**config.mk**
```make
export PLATFORM = sky130hd
export DESIGN_NAME = mem_port_arbiter
export DESIGN_NICKNAME = d
export VERILOG_FILES = /design/src/rtl/mem_port_arbiter.sv
export SDC_FILE = /design/constraint.sdc
export NUM_CORES = 1
export LEC_CHECK = 0
export CAP_MARGIN = 15
export CORE_AREA = 2 2 195 197
export DETAILED_ROUTE_END_ITERATION = 7
export DIE_AREA = 0 0 197 199
export PLACE_DENSITY_LB_ADDON = 0.08
export RECOVER_POWER = 25
export SYNTH_ARGS = -nofsm -noshare
export SYNTH_HDL_FRONTEND = slang
export SYNTH_SLANG_ARGS = --single-unit
export TNS_END_PERCENT = 50
```
**constraint.sdc**
```tcl
create_clock -name clk -period 5.3 [get_ports clk]
set_input_delay 0.53 -clock clk [delete_from_list [all_inputs] [get_ports clk]]
set_output_delay 0.53 -clock clk [all_outputs]
set_load 0.005 [all_outputs]
```
**src/rtl/mem_port_arbiter.sv**
```systemverilog
// mem_port_arbiter
//   Shares one data-memory port between instruction fetch (IF, read-only)
//   and the memory stage (D, loads and stores). Only one transaction may be
//   outstanding. D has fixed priority, but IF is forced to win once it has
//   lost STARVE_LIMIT contested cycles in a row.
//
// Handshake semantics (all three request channels):
//   A requester raises req and holds req plus its fields stable until its
//   gnt is seen high in the same cycle. A memory request is accepted on a
//   cycle where mem_req && mem_gnt. Exactly one mem_rvalid comes back per
//   accepted request, no earlier than the following cycle, and it is routed
//   to the owner as a one-cycle rvalid pulse. For a store, rvalid is the ack.
//
// Ports:
//   clk, n_reset                    clock, async active-low reset
//   if_req/if_addr                  IF read request
//   if_gnt/if_rvalid/if_rdata       IF accept and response
//   d_req/d_we/d_addr/d_wdata/d_be  D request
//   d_gnt/d_rvalid/d_rdata          D accept and response
//   mem_*                           memory-side request and response
//   busy                            a transaction is outstanding
//   dbg_state, dbg_starve_cnt       FSM state and starvation counter
module mem_port_arbiter #(
    parameter int ADDR_W       = 48,
    parameter int DATA_W       = 64,
    parameter int STARVE_LIMIT = 4,
    localparam int BE_W  = DATA_W / 8,
    localparam int CNT_W = $clog2(STARVE_LIMIT + 1)
) (
    input  logic              clk,
    input  logic              n_reset,
    input  logic              if_req,
    input  logic [ADDR_W-1:0] if_addr,
    output logic              if_gnt,
    output logic              if_rvalid,
    output logic [DATA_W-1:0] if_rdata,
    input  logic              d_req,
    input  logic              d_we,
    input  logic [ADDR_W-1:0] d_addr,
    input  logic [DATA_W-1:0] d_wdata,
    input  logic [BE_W-1:0]   d_be,
    output logic              d_gnt,
    output logic              d_rvalid,
    output logic [DATA_W-1:0] d_rdata,
    output logic              mem_req,
    output logic              mem_we,
    output logic [ADDR_W-1:0] mem_addr,
    output logic [DATA_W-1:0] mem_wdata,
    output logic [BE_W-1:0]   mem_be,
    input  logic              mem_gnt,
    input  logic              mem_rvalid,
    input  logic [DATA_W-1:0] mem_rdata,
    output logic              busy,
    output logic [1:0]        dbg_state,
    output logic [CNT_W-1:0]  dbg_starve_cnt
);

    typedef enum logic [1:0] {
        IDLE    = 2'd0,
        WAIT_IF = 2'd1,
        WAIT_D  = 2'd2
    } state_t;

    localparam logic [CNT_W-1:0] LIMIT = CNT_W'(STARVE_LIMIT);

    state_t           state;
    logic [CNT_W-1:0] starve_cnt;
    logic             force_if;
    logic             sel_if;
    logic             sel_d;

    // Selection is only meaningful in IDLE; gating with n_reset keeps every
    // output at zero while reset is held even though the paths are
    // combinational from the requester inputs.
    always_comb begin
        force_if = (starve_cnt == LIMIT) && if_req;
        sel_if   = n_reset && (state == IDLE) && (force_if || (!d_req && if_req));
        sel_d    = n_reset && (state == IDLE) && !force_if && d_req;
    end

    always_comb begin
        mem_req   = sel_if || sel_d;
        mem_we    = sel_d && d_we;
        mem_addr  = '0;
        mem_wdata = '0;
        mem_be    = '0;
        if (sel_d) begin
            mem_addr  = d_addr;
            mem_wdata = d_wdata;
            mem_be    = d_be;
        end else if (sel_if) begin
            mem_addr  = if_addr;
            mem_be    = {BE_W{1'b1}};
        end
    end

    always_comb begin
        if_gnt    = sel_if && mem_gnt;
        d_gnt     = sel_d && mem_gnt;
        // A response in IDLE (including one left over from a request that
        // reset aborted) matches neither wait state and is dropped here.
        if_rvalid = n_reset && (state == WAIT_IF) && mem_rvalid;
        d_rvalid  = n_reset && (state == WAIT_D) && mem_rvalid;
        if_rdata  = if_rvalid ? mem_rdata : '0;
        d_rdata   = d_rvalid ? mem_rdata : '0;
        busy      = n_reset && (state != IDLE);
    end

    assign dbg_state      = state;
    assign dbg_starve_cnt = starve_cnt;

    always_ff @(posedge clk or negedge n_reset) begin
        if (!n_reset) begin
            state      <= IDLE;
            starve_cnt <= '0;
        end else begin
            case (state)
                IDLE: begin
                    if (if_gnt) begin
                        state      <= WAIT_IF;
                        starve_cnt <= '0;
                    end else begin
                        if (d_gnt) state <= WAIT_D;
                        // A contested loss counts even when memory stalls.
                        if (if_req && sel_d && starve_cnt != LIMIT)
                            starve_cnt <= starve_cnt + 1'b1;
                    end
                end
                WAIT_IF, WAIT_D: begin
                    if (mem_rvalid) state <= IDLE;
                end
                default: state <= IDLE;
            endcase
        end
    end

endmodule

```
==> run_results.csv <==
group,metric,value,unit
pwr,power_density,165,nW/um^2
clock_tree,hold_buffers,0,
sta,layout_setup_ws,1.23,ns
route,vias,4218,
sta,timing_worst_slew_pin_value,1.23,ns
clock_tree,clock_insertion_delay_worst_skew,0.22,ns
route,totalWireLength,23500,um
route,vias_per_cell,3.31,
setup_path,critical_r2r_capture,"dbg_starve_cnt[2]",
clock_tree,total_clock_buffers_created_by_cts,3,
synth,netlist_instances,327,
cells_and_area,fill_cells,4113,
sta,rsz0062_at_grt,"false",
setup_path,worstRegToRegCells,5,
pwr,ir_worst_vdd,85.1,uV
setup_path,timing.critical_path.required,4.77,ns
status,outcome,"completed",
setup_path,crit-reg2reg-launch,"dbg_state[0]",
setup_path,path_max_fanout,42,
placed_design,pre_cts_slack,1.56,ns
synth,netlist-cell-type-count,28,
global_routing,grt_max_degree,70,
cells_and_area,layout_area_overhead,247,%
floorplanning,chipHeight,199,um
floorplanning,core_area,37100,sq um
sta,fin_clk_skew,0.00194,ns
global_routing,grt_pass1_vias,4365,
sta,timing.final.max_slew_violations,0,
sta,fmax,0.246,GHz
synth,postSynthNetCount,571,
synth,synth_edf_count,0,
min_path,hold_path_depth,1,
synth,synth_sequential_area_ratio,0.0556,
run,maxCapViolCount,0,
cells_and_area,utilization,0.210,
setup_path,regToRegSetupSlack,3.60,ns
floorplanning,die-width,197,um
synth,ffs_latches_synth,5,
synth,synth_most_common_cell,"sky130_fd_sc_hd__and2_1",
clock_tree,tritoncts,"done",
route,detail-route-antenna-nets,0,
clock_tree,cts-root-to-sink-buffers,2,
min_path,hold_class,"flop to flop",
sta,slew-limit-headroom,0.180,
synth,postSynth.topFlopCell,"sky130_fd_sc_hd__dfrtp_1",
setup_path,critical_path_arrival,3.54,ns
sta,final-hold-violation-count,0,
route,detail_route.iter0.violations,74,
setup_path,sequence_of_cells_on_the_critical_path,"dlygate4sd3_1, and3_1, buf_4, and2_1, clkdlybuf4s50_1",
synth,synth_area,2250,sq um
min_path,min_to,"dbg_starve_cnt[1]",
global_routing,grt.total_usage,0.107,
route,drt_pass1_iterations,4,
clock_tree,clock_transition_at_the_register_clock_pins_on_the_worst_setup_and_hold_paths_after_cts,0.03,ns
synth,top_cell_type_s_share_of_synthesized_area,0.537,
setup_path,start_kind,"primary input",
clock_tree,clock_tree.root_cell,"sky130_fd_sc_hd__clkbuf_16",
setup_path,cell_with_the_biggest_individual_delay_on_the_critical_path,"sky130_fd_sc_hd__and3_1",
cells_and_area,number_of_antenna_diodes,0,
placed_design,dp_hpwl,20500,um
clock_tree,number_of_setup_buffers_added_after_cts,0,
synth,synth_largest_area_cell,"sky130_fd_sc_hd__and2_1",
clock_tree,cts_repair_resize_count,0,
clock_tree,tritoncts_num_sinks,5,
global_routing,grt-ovfl-total,0,
synth,netlist_top_cells_count,"193 x sky130_fd_sc_hd__and2_1, 49 x sky130_fd_sc_hd__a22o_1, 24 x sky130_fd_sc_hd__clkbuf_1, 8 x sky130_fd_sc_hd__buf_2, 8 x sky130_fd_sc_hd__o21a_1",
synth,ys.warnings.count,0,
setup_path,critical_path_buf_inv_count,3,
floorplanning,start_util,0.0605,
floorplanning,rows,71,
cells_and_area,design.final.nets,1044,
synth,synthTopCellsByArea,"sky130_fd_sc_hd__and2_1 54%, sky130_fd_sc_hd__a22o_1 19%, sky130_fd_sc_hd__dfrtp_1 5.6%",
sta,final_critical_delay_including_setup_and_external_delays,4.07,ns
placed_design,total_cell_area_at_the_placement_stage,7730,sq um
sta,totalNegativeSetupSlack,0,ns
min_path,hold_path.startpoint,"dbg_starve_cnt[1]",
setup_path,start_to_end_type_of_the_worst_setup_path,"primary input to primary output",
pwr,leakagePower,0.00296,uW
cells_and_area,final_area,7800,sq um
global_routing,antenna_found_initial,2,
placed_design,place_congestion,0.716,
placed_design,place.port_buffers,498,
cells_and_area,drive_above_1_share,0.0150,
clock_tree,cts_htree_levels,1,
setup_path,setup.worst_path.end_class,"primary output",
route,post-route-drc-count,0,
setup_path,crit_path_largest_cell_delay,1.07,ns
cells_and_area,total_area_of_multi_input_combinational_cells,1950,sq um
floorplanning,floorplan.io_pins,499,
synth,synthesis.area_per_instance,6.88,sq um
floorplanning,die_area,39200,sq um
synth,async_reset_ff_frac,1.00,
sta,timing.final.crit_share,0.767,
setup_path,path_delay_family,"buffers and inverters",
cells_and_area,ff_latch_area,125,sq um
global_routing,grt_first_pass_wirelength,30600,um
sta,setup-violations-final,0,
route,drt-wirelength-per-cell,18.4,um
==> worst register-to-register path: stages, from the launching register on <==
cell and delay [ns]:
sky130_fd_sc_hd__dfrtp_1 0.43, sky130_fd_sc_hd__inv_1 0.10, sky130_fd_sc_hd__ha_1 0.34, sky130_fd_sc_hd__and3_1 0.27
sky130_fd_sc_hd__o21ai_0 0.17, sky130_fd_sc_hd__a22o_1 0.27
==> per-layer routing <==
metal	routed length (um)	global-route usage	part of all wire	vias up
met2	13300	0.230	0.57	300
li1	-	-	-	2031
met5	0	0	0	-
met1	7360	0.0939	0.31	1877
met3	2690	0.0432	0.11	10
met4	104	0.00752	0.0044	0
==> stage by stage <==
step	instances	hold WS, ns	power (uW)
after floorplan	327	0.234	452
after global placement	1269	0.566	1240
after detailed placement	1269	0.554	1210
after CTS	1273	0.577	1340
after global routing	1273	0.596	1390
final	1273	0.553	1290
==> worst max-delay path by stage <==
stage	from	slack, ns	end	cells past startpoint
3_3_place_gp	n_reset	1.54	mem_wdata[3]	5
5_1_grt	n_reset	0.90	if_rdata[33]	5
6_report	n_reset	1.23	if_rdata[50]	5
4_1_cts	n_reset	1.56	mem_addr[7]	6
2_1_floorplan	dbg_state[0]	3.14	mem_addr[10]	8
3_5_place_dp	n_reset	1.56	mem_addr[3]	6
==> power by group <==
part	switching (uW)	internal, uW	total (uW)
logic	411	678	1090
registers	23.3	54.9	78.2
clock network	22.4	99.5	122
total	457	832	1290
==> sequential cells by signal, summed over array words and instances (netlist names) <==
name,count
dbg_state,2
dbg_starve_cnt,3
==> cells in the final DEF (no fill, tap or decap), types with 2 or more instances in the layout <==
master,count
sky130_fd_sc_hd__dlygate4sd3_1,37
sky130_fd_sc_hd__clkbuf_16,3
sky130_fd_sc_hd__clkdlybuf4s50_1,461
sky130_fd_sc_hd__ha_1,5
sky130_fd_sc_hd__nand4_1,2
sky130_fd_sc_hd__nor2b_1,2
sky130_fd_sc_hd__and2_0,17
sky130_fd_sc_hd__o21a_1,8
sky130_fd_sc_hd__and3_1,4
sky130_fd_sc_hd__and2_1,176
sky130_fd_sc_hd__a22o_1,49
sky130_fd_sc_hd__buf_4,3
sky130_fd_sc_hd__nand2_1,3
sky130_fd_sc_hd__dfrtp_1,5
sky130_fd_sc_hd__clkbuf_1,2
sky130_fd_sc_hd__nand3_1,2
sky130_fd_sc_hd__inv_1,5
==> final cells by class <==
class                   count  share of cell area
inverters                   5             0.00241
flip-flops and latches      5              0.0160
well taps                 474              0.0760
clock buffers               4              0.0101
repair buffers            503               0.645
multi-input cells         282               0.251
==> cells by family (layout without fill, tap and decap cells) <==
group                      Yosys count  after routing  share of synthesized area
and+or+nand+nor                    211            211                      0.584
muxes                                1              1                    0.00445
DFF                                  5              5                     0.0556
adders and majority gates            5              5                     0.0278
buffers and inverters               40            512                     0.0796
AOI/OAI and AO/OA                   65             65                      0.249
No activity file was read; power rests on OpenSTA's default activity.
